### src/rtl/axi4_lite_master_arbiter.sv
// ---------------------------------------------------------------------------
// axi4_lite_master_arbiter
//
// Purpose:
//   Arbitrates between NUM_REQ simple requesters and a single peripheral
//   access engine. Only one transaction is in flight at a time. Requesters
//   are granted round-robin, starting from the one after the last grant.
//   Each accepted request becomes one write_start or read_start pulse.
//   When the engine reports not-busy, the result goes back to the granted
//   requester as a one-cycle resp_valid pulse.
//
//   Transaction timeline (minimum latency is 4 cycles accept -> resp_valid):
//     IDLE (accept) -> ISSUE (start pulse) -> SETTLE (busy ignored)
//     -> WAIT (until busy drops) -> RESP (resp_valid) -> IDLE
//
// Optional feature:
//   ARB_TIMEOUT_EN - when defined, a watchdog counts WAIT cycles. After
//   TIMEOUT_CYCLES cycles the transaction finishes with resp_err=1 and
//   resp_rdata=0. When undefined, WAIT is unbounded and resp_err is tied 0.
//
// Ports:
//   clk           in   single clock, rising edge
//   rst           in   asynchronous active-low reset
//   req_valid     in   [NUM_REQ]            request valid per requester
//   req_write     in   [NUM_REQ]            1 = write, 0 = read
//   req_addr      in   [NUM_REQ*ADDR_WIDTH] packed addresses
//   req_wdata     in   [NUM_REQ*DATA_WIDTH] packed write data
//   req_strobe    in   [NUM_REQ*4]          packed byte strobes
//   req_ready     out  [NUM_REQ]            one-hot accept pulse
//   resp_valid    out  [NUM_REQ]            one-hot completion pulse
//   resp_rdata    out  [DATA_WIDTH]         read data, valid with resp_valid
//   resp_err      out                       timeout flag, valid with resp_valid
//   write_start   out                       write launch pulse
//   write_addr    out  [ADDR_WIDTH]         write address
//   write_data    out  [DATA_WIDTH]         write data
//   write_strobe  out  [4]                  write byte strobes
//   write_busy    in                        write in progress
//   read_start    out                       read launch pulse
//   read_addr     out  [ADDR_WIDTH]         read address
//   read_data     in   [DATA_WIDTH]         read result
//   read_busy     in                        read in progress
// ---------------------------------------------------------------------------
module axi4_lite_master_arbiter #(
  parameter int ADDR_WIDTH     = 32,
  parameter int DATA_WIDTH     = 32,
  parameter int NUM_REQ        = 2,
  parameter int TIMEOUT_CYCLES = 256
) (
  input  logic                           clk,
  input  logic                           rst,
  input  logic [NUM_REQ-1:0]             req_valid,
  input  logic [NUM_REQ-1:0]             req_write,
  input  logic [NUM_REQ*ADDR_WIDTH-1:0]  req_addr,
  input  logic [NUM_REQ*DATA_WIDTH-1:0]  req_wdata,
  input  logic [NUM_REQ*4-1:0]           req_strobe,
  output logic [NUM_REQ-1:0]             req_ready,
  output logic [NUM_REQ-1:0]             resp_valid,
  output logic [DATA_WIDTH-1:0]          resp_rdata,
  output logic                           resp_err,
  output logic                           write_start,
  output logic [ADDR_WIDTH-1:0]          write_addr,
  output logic [DATA_WIDTH-1:0]          write_data,
  output logic [3:0]                     write_strobe,
  input  logic                           write_busy,
  output logic                           read_start,
  output logic [ADDR_WIDTH-1:0]          read_addr,
  input  logic [DATA_WIDTH-1:0]          read_data,
  input  logic                           read_busy
);

  localparam int GW = $clog2(NUM_REQ);

  // Parameter sanity check at elaboration time.
  if (NUM_REQ < 2 || NUM_REQ > 4 || TIMEOUT_CYCLES < 1) begin : g_param_check
    $error("axi4_lite_master_arbiter: NUM_REQ must be 2..4 and TIMEOUT_CYCLES >= 1");
  end

  typedef enum logic [2:0] {
    IDLE   = 3'd0,
    ISSUE  = 3'd1,
    SETTLE = 3'd2,
    WAIT   = 3'd3,
    RESP   = 3'd4
  } state_t;

  state_t               state;
  state_t               next_state;

  logic [GW-1:0]        last_grant;
  logic [GW-1:0]        sel_grant;
  logic                 sel_write;

  logic [GW-1:0]        rr_grant;
  logic                 rr_found;
  logic [GW-1:0]        rr_idx;
  logic [NUM_REQ-1:0]   grant_onehot;
  logic [NUM_REQ-1:0]   sel_onehot;

  logic                 accept;
  logic                 sel_busy;
  logic                 timeout_hit;
  logic                 wait_exit;

  // Round-robin search. The search starts one past the last grant, so a
  // requester that was just served has the lowest priority next time.
  always_comb begin
    rr_found = 1'b0;
    rr_grant = '0;
    rr_idx   = '0;
    for (int off = 1; off <= NUM_REQ; off++) begin
      rr_idx = GW'((int'(last_grant) + off) % NUM_REQ);
      if (!rr_found && req_valid[rr_idx]) begin
        rr_found = 1'b1;
        rr_grant = rr_idx;
      end
    end
  end

  assign grant_onehot = {{(NUM_REQ-1){1'b0}}, 1'b1} << rr_grant;
  assign sel_onehot   = {{(NUM_REQ-1){1'b0}}, 1'b1} << sel_grant;

  // The accept is gated with rst so req_ready stays low while reset is held,
  // even though the state register already reads IDLE.
  assign accept    = rst && (state == IDLE) && rr_found;
  assign sel_busy  = sel_write ? write_busy : read_busy;
  assign wait_exit = (state == WAIT) && (!sel_busy || timeout_hit);

  // State register.
  always_ff @(posedge clk or negedge rst) begin
    if (!rst) begin
      state <= IDLE;
    end else begin
      state <= next_state;
    end
  end

  // Next-state logic and the pulse outputs decoded from the current state.
  always_comb begin
    next_state  = state;
    req_ready   = '0;
    write_start = 1'b0;
    read_start  = 1'b0;
    resp_valid  = '0;
    unique case (state)
      IDLE: begin
        if (accept) begin
          req_ready  = grant_onehot;
          next_state = ISSUE;
        end
      end
      ISSUE: begin
        write_start = sel_write;
        read_start  = !sel_write;
        next_state  = SETTLE;
      end
      SETTLE: begin
        next_state = WAIT;
      end
      WAIT: begin
        if (wait_exit) begin
          next_state = RESP;
        end
      end
      RESP: begin
        resp_valid = sel_onehot;
        next_state = IDLE;
      end
      default: begin
        next_state = IDLE;
      end
    endcase
  end

  // Grant bookkeeping and the registered request fields. Only the fields of
  // the accepted direction are updated. The other direction keeps its old
  // contents, so the peripheral sees stable values until the next accept.
  always_ff @(posedge clk or negedge rst) begin
    if (!rst) begin
      last_grant   <= GW'(NUM_REQ - 1);
      sel_grant    <= '0;
      sel_write    <= 1'b0;
      write_addr   <= '0;
      write_data   <= '0;
      write_strobe <= '0;
      read_addr    <= '0;
    end else if (accept) begin
      last_grant <= rr_grant;
      sel_grant  <= rr_grant;
      sel_write  <= req_write[rr_grant];
      if (req_write[rr_grant]) begin
        write_addr   <= req_addr[rr_grant*ADDR_WIDTH +: ADDR_WIDTH];
        write_data   <= req_wdata[rr_grant*DATA_WIDTH +: DATA_WIDTH];
        write_strobe <= req_strobe[rr_grant*4 +: 4];
      end else begin
        read_addr <= req_addr[rr_grant*ADDR_WIDTH +: ADDR_WIDTH];
      end
    end
  end

  // Response data is captured on the WAIT exit. Writes and timed-out
  // transactions return zero. The value is held until the next capture.
  always_ff @(posedge clk or negedge rst) begin
    if (!rst) begin
      resp_rdata <= '0;
    end else if (wait_exit) begin
      resp_rdata <= (sel_write || timeout_hit) ? '0 : read_data;
    end
  end

`ifdef ARB_TIMEOUT_EN
  localparam int CW = $clog2(TIMEOUT_CYCLES + 1);

  logic [CW-1:0] to_count;
  logic          err_q;

  // The counter value equals the number of WAIT cycles already spent. The
  // watchdog fires in the TIMEOUT_CYCLES-th WAIT cycle if busy is still high.
  assign timeout_hit = (state == WAIT) && sel_busy &&
                       (to_count == CW'(TIMEOUT_CYCLES - 1));

  // Watchdog counter, cleared in SETTLE so each WAIT phase starts at zero.
  // The error flag is captured on the WAIT exit and presented in RESP.
  always_ff @(posedge clk or negedge rst) begin
    if (!rst) begin
      to_count <= '0;
      err_q    <= 1'b0;
    end else begin
      if (state == SETTLE) begin
        to_count <= '0;
      end else if ((state == WAIT) && !timeout_hit) begin
        to_count <= to_count + 1'b1;
      end
      if (wait_exit) begin
        err_q <= timeout_hit;
      end
    end
  end

  assign resp_err = (state == RESP) && err_q;
`else
  assign timeout_hit = 1'b0;
  assign resp_err    = 1'b0;
`endif

endmodule

### config.mk
export PLATFORM = sky130hd
export DESIGN_NAME = axi4_lite_master_arbiter
export DESIGN_NICKNAME = d
export VERILOG_FILES = /design/src/rtl/axi4_lite_master_arbiter.sv
export SDC_FILE = /design/constraint.sdc
export NUM_CORES = 1
export LEC_CHECK = 0
export ABC_AREA = 1
export ABC_CLOCK_PERIOD_IN_PS = 3900
export CORE_AREA = 4 4 133 135
export CTS_CLUSTER_SIZE = 20
export DETAILED_ROUTE_END_ITERATION = 16
export DIE_AREA = 0 0 137 139
export MAX_ROUTING_LAYER = met4
export PLACE_DENSITY = 0.87
export SYNTH_ARGS = -nofsm -noshare
export SYNTH_HDL_FRONTEND = slang
export SYNTH_SLANG_ARGS = --single-unit
### constraint.sdc
create_clock -name clk -period 3.9 [get_ports clk]
set_input_delay 0.78 -clock clk [delete_from_list [all_inputs] [get_ports clk]]
set_output_delay 0.78 -clock clk [all_outputs]
set_load 0.01 [all_outputs]
==> flow_metrics.py <==
metrics = {
    "detailed_routing": {
        "wl_per_cell_um": 16.0,
        "wirelength_um": 21900,
        "drt_iter0_drc": 530,
        "viasPerCell": 5.04,
        "ant_nets": 0,
        "route.vias.total": 6904,
        "drc": 0,
        "dr.pass1.iters": 5,
    },
    "setup_path": {
        "endpoint_kind": "output port",
        "arrival_ns": 2.27,
        "path_class": "primary input to output port",
        "critPathMostFrequentCell": "clkdlybuf4s50_1",
        "critical_path_required_ns": 3.12,
        "crit_buf_inv": 3,
        "max_stage_delay_ns": 0.58,
        "start_kind": "primary input",
        "cp_slowest_cell": "clkdlybuf4s50_1",
        "worstPathCellList": "clkdlybuf4s50_1 -> o21ai_2 -> nor2_4 -> inv_1 -> nor2_1 -> clkdlybuf4s50_1",
        "crit_fanout": 4,
        "cpLargestDelayFamily": "buffers and inverters",
    },
    "sta": {
        "maxClockFrequency_mhz": 328,
        "finalClockSkew_ns": 0.00515,
        "min_period_ns": 3.05,
        "slew_viol_final": 0,
        "hold_viol": 0,
        "setup_viol": 0,
        "slew_headroom": 0.397,
        "period_share": 0.782,
        "whs_ns": 0.467,
        "fin_setup_tns_ns": 0,
        "rsz0062_at_grt": "false",
        "max_slew.worst_pin.slew_ns": 0.904,
    },
    "synthesis": {
        "syn-instance-count": 854,
        "synth_seq_area_share": 0.530,
        "syn_nets": 1030,
        "avgSynthCellArea_sq_um": 7.63,
        "yosysUniqueCellTypes": 19,
        "syn-cell-area_sq_um": 6510,
        "yosys_warnings": 0,
        "ys_ff_latch": 138,
    },
    "clock_tree": {
        "clock-sinks": 138,
        "ctsHoldBuffers": 0,
        "cts_setup_buffers": 0,
        "cts_max_path_buffers": 2,
        "clk_latency_ns": 0.41,
        "cts.root.buffer_cell": "clkbuf_16",
        "path_clk_slew_ns": 0.06,
        "h-tree-depth": 4,
        "cts_tree": "done",
        "cts_resized": 0,
        "cts_buffers": 17,
    },
    "power_and_ir_drop": {
        "ir_drop_v": 0.000330,
        "internal_power_mw": 4.77,
        "cellPowerDensity_nw_per_um2": 706,
        "p_leak_nw": 5.08,
        "swShare": 0.347,
        "seq_power_share": 0.335,
        "clockPowerShare": 0.233,
        "combPwrFrac": 0.432,
        "switchingPower_mw": 2.53,
    },
    "flow_run": {
        "cap_violations": 0,
    },
    "cells_and_area": {
        "final_cell_mix": "nand2_1, clkdlybuf4s50_1, nand3_1",
        "final_common_cell": "nand2_1",
        "syn_to_final_growth_pct": 58.8,
        "drive_above_1_share": 0.0479,
        "nets": 1313,
    },
    "place": {
        "port_buffers": 313,
        "dpl.hpwl_um": 15500,
        "routabilityCongestion": 0.837,
    },
    "global_route": {
        "grt_pass1_wl_um": 33900,
        "track_usage": 0.232,
        "grt_max_degree": 74,
        "grt_pass1_vias": 6482,
        "antenna_found_initial": 1,
        "gr-total-overflow": 0,
    },
    "die": {
        "rows": 47,
        "die_h_um": 139,
        "start_util": 0.396,
        "core_area_sq_um": 16500,
        "die_w_um": 137,
        "boundaryPins": 315,
        "die_area_sq_um": 19000,
    },
    "outcome": {
        "status": "finished, final reports clean",
    },
    "hold_path": {
        "min_path_type": "register to register",
    },
}
## synth_stat cells (all sizes together)
cell      n  area (sq um)
nor2     10          45.0
dfstp     1          26.3
clkinv    1          3.75
nand2   418          1580
inv      11          41.3
conb      1          3.75
clkbuf   19          71.3
o21ai    36           184
dfrtp   137          3430
a21oi     1          5.00
buf      45           258
nand3   173           866
or2       1          6.26
## power by group through the flow
stage	clock [mW]	combinational, mW	sequential, mW
after detailed placement	0	3.17	2.46
final	1.70	3.15	2.45
after floorplan	0	1.06	2.72
after global routing	1.80	3.44	2.53
after CTS	1.73	3.19	2.45
after global placement	0	3.09	2.44
## sequential cells by signal, indices dropped and copies added (netlist names)
name / flops
write_strobe: 4
resp_rdata: 32
sel_grant: 1
sel_write: 1
read_addr: 32
write_addr: 32
state: 3
last_grant: 1
write_data: 32
## metal layers
layer,GRT usage,part of all wire
met1,0.270,0.38
met2,0.383,0.50
met3,0.0504,0.079
met4,0.101,0.038
met5,-,0
## final timing paths
path,cells after the start,start,endpoint,slack [ns]
max in group asynchronous,3,rst,write_data[12],1.89
setup / recovery,6,req_valid[0],req_ready[0],0.85
min in group asynchronous,2,rst,read_addr[31],0.59
hold reg to reg,2,write_data[7],write_data[7],0.47
hold / removal,2,write_data[7],write_data[7],0.47
setup reg to reg,10,last_grant,write_addr[21],1.51
## worst register-to-register path, cell delays in order (launching register included)
cell     delay, ns
dfstp_2       0.54
nand2_2       0.06
nand2_2       0.06
buf_4         0.54
nand2_1       0.14
nand2_2       0.10
buf_4         0.30
nand2_2       0.08
buf_4         0.27
nand2_1       0.12
nand2_1       0.07
## per-stage QoR
stage / setup WS [ns] / power [mW] / area [sq um] / utilization / std cells
final: 0.849 / 7.30 / 10300 / 0.628 / 1370
after global routing: 0.739 / 7.76 / 10300 / 0.628 / 1370
after CTS: 0.813 / 7.36 / 10300 / 0.628 / 1369
after detailed placement: 0.613 / 5.63 / 9720 / 0.590 / 1338
after global placement: 0.731 / 5.53 / 9720 / 0.590 / 1338
after floorplan: 1.46 / 3.78 / 6520 / - / 854
## kinds of logic after synthesis
group | synth area share
and+or+nand+nor | 0.383
buffers and inverters | 0.0574
AOI/OAI and AO/OA | 0.0290
DFF | 0.530
other | 0.000576
## cell type report
cell class | instances | area, sq um
Clock buffer | 20 | 457
Clock inverter | 11 | 169
Tap cell | 220 | 275
Sequential cell | 138 | 3450
Multi-Input combinational cell | 640 | 2690
Timing Repair Buffer | 328 | 3250
Antenna cell | 1 | 2.50
Inverter | 12 | 45.0
Fill cell | 1410 | 6120
Note: power is estimated with default switching activity, not from simulation.
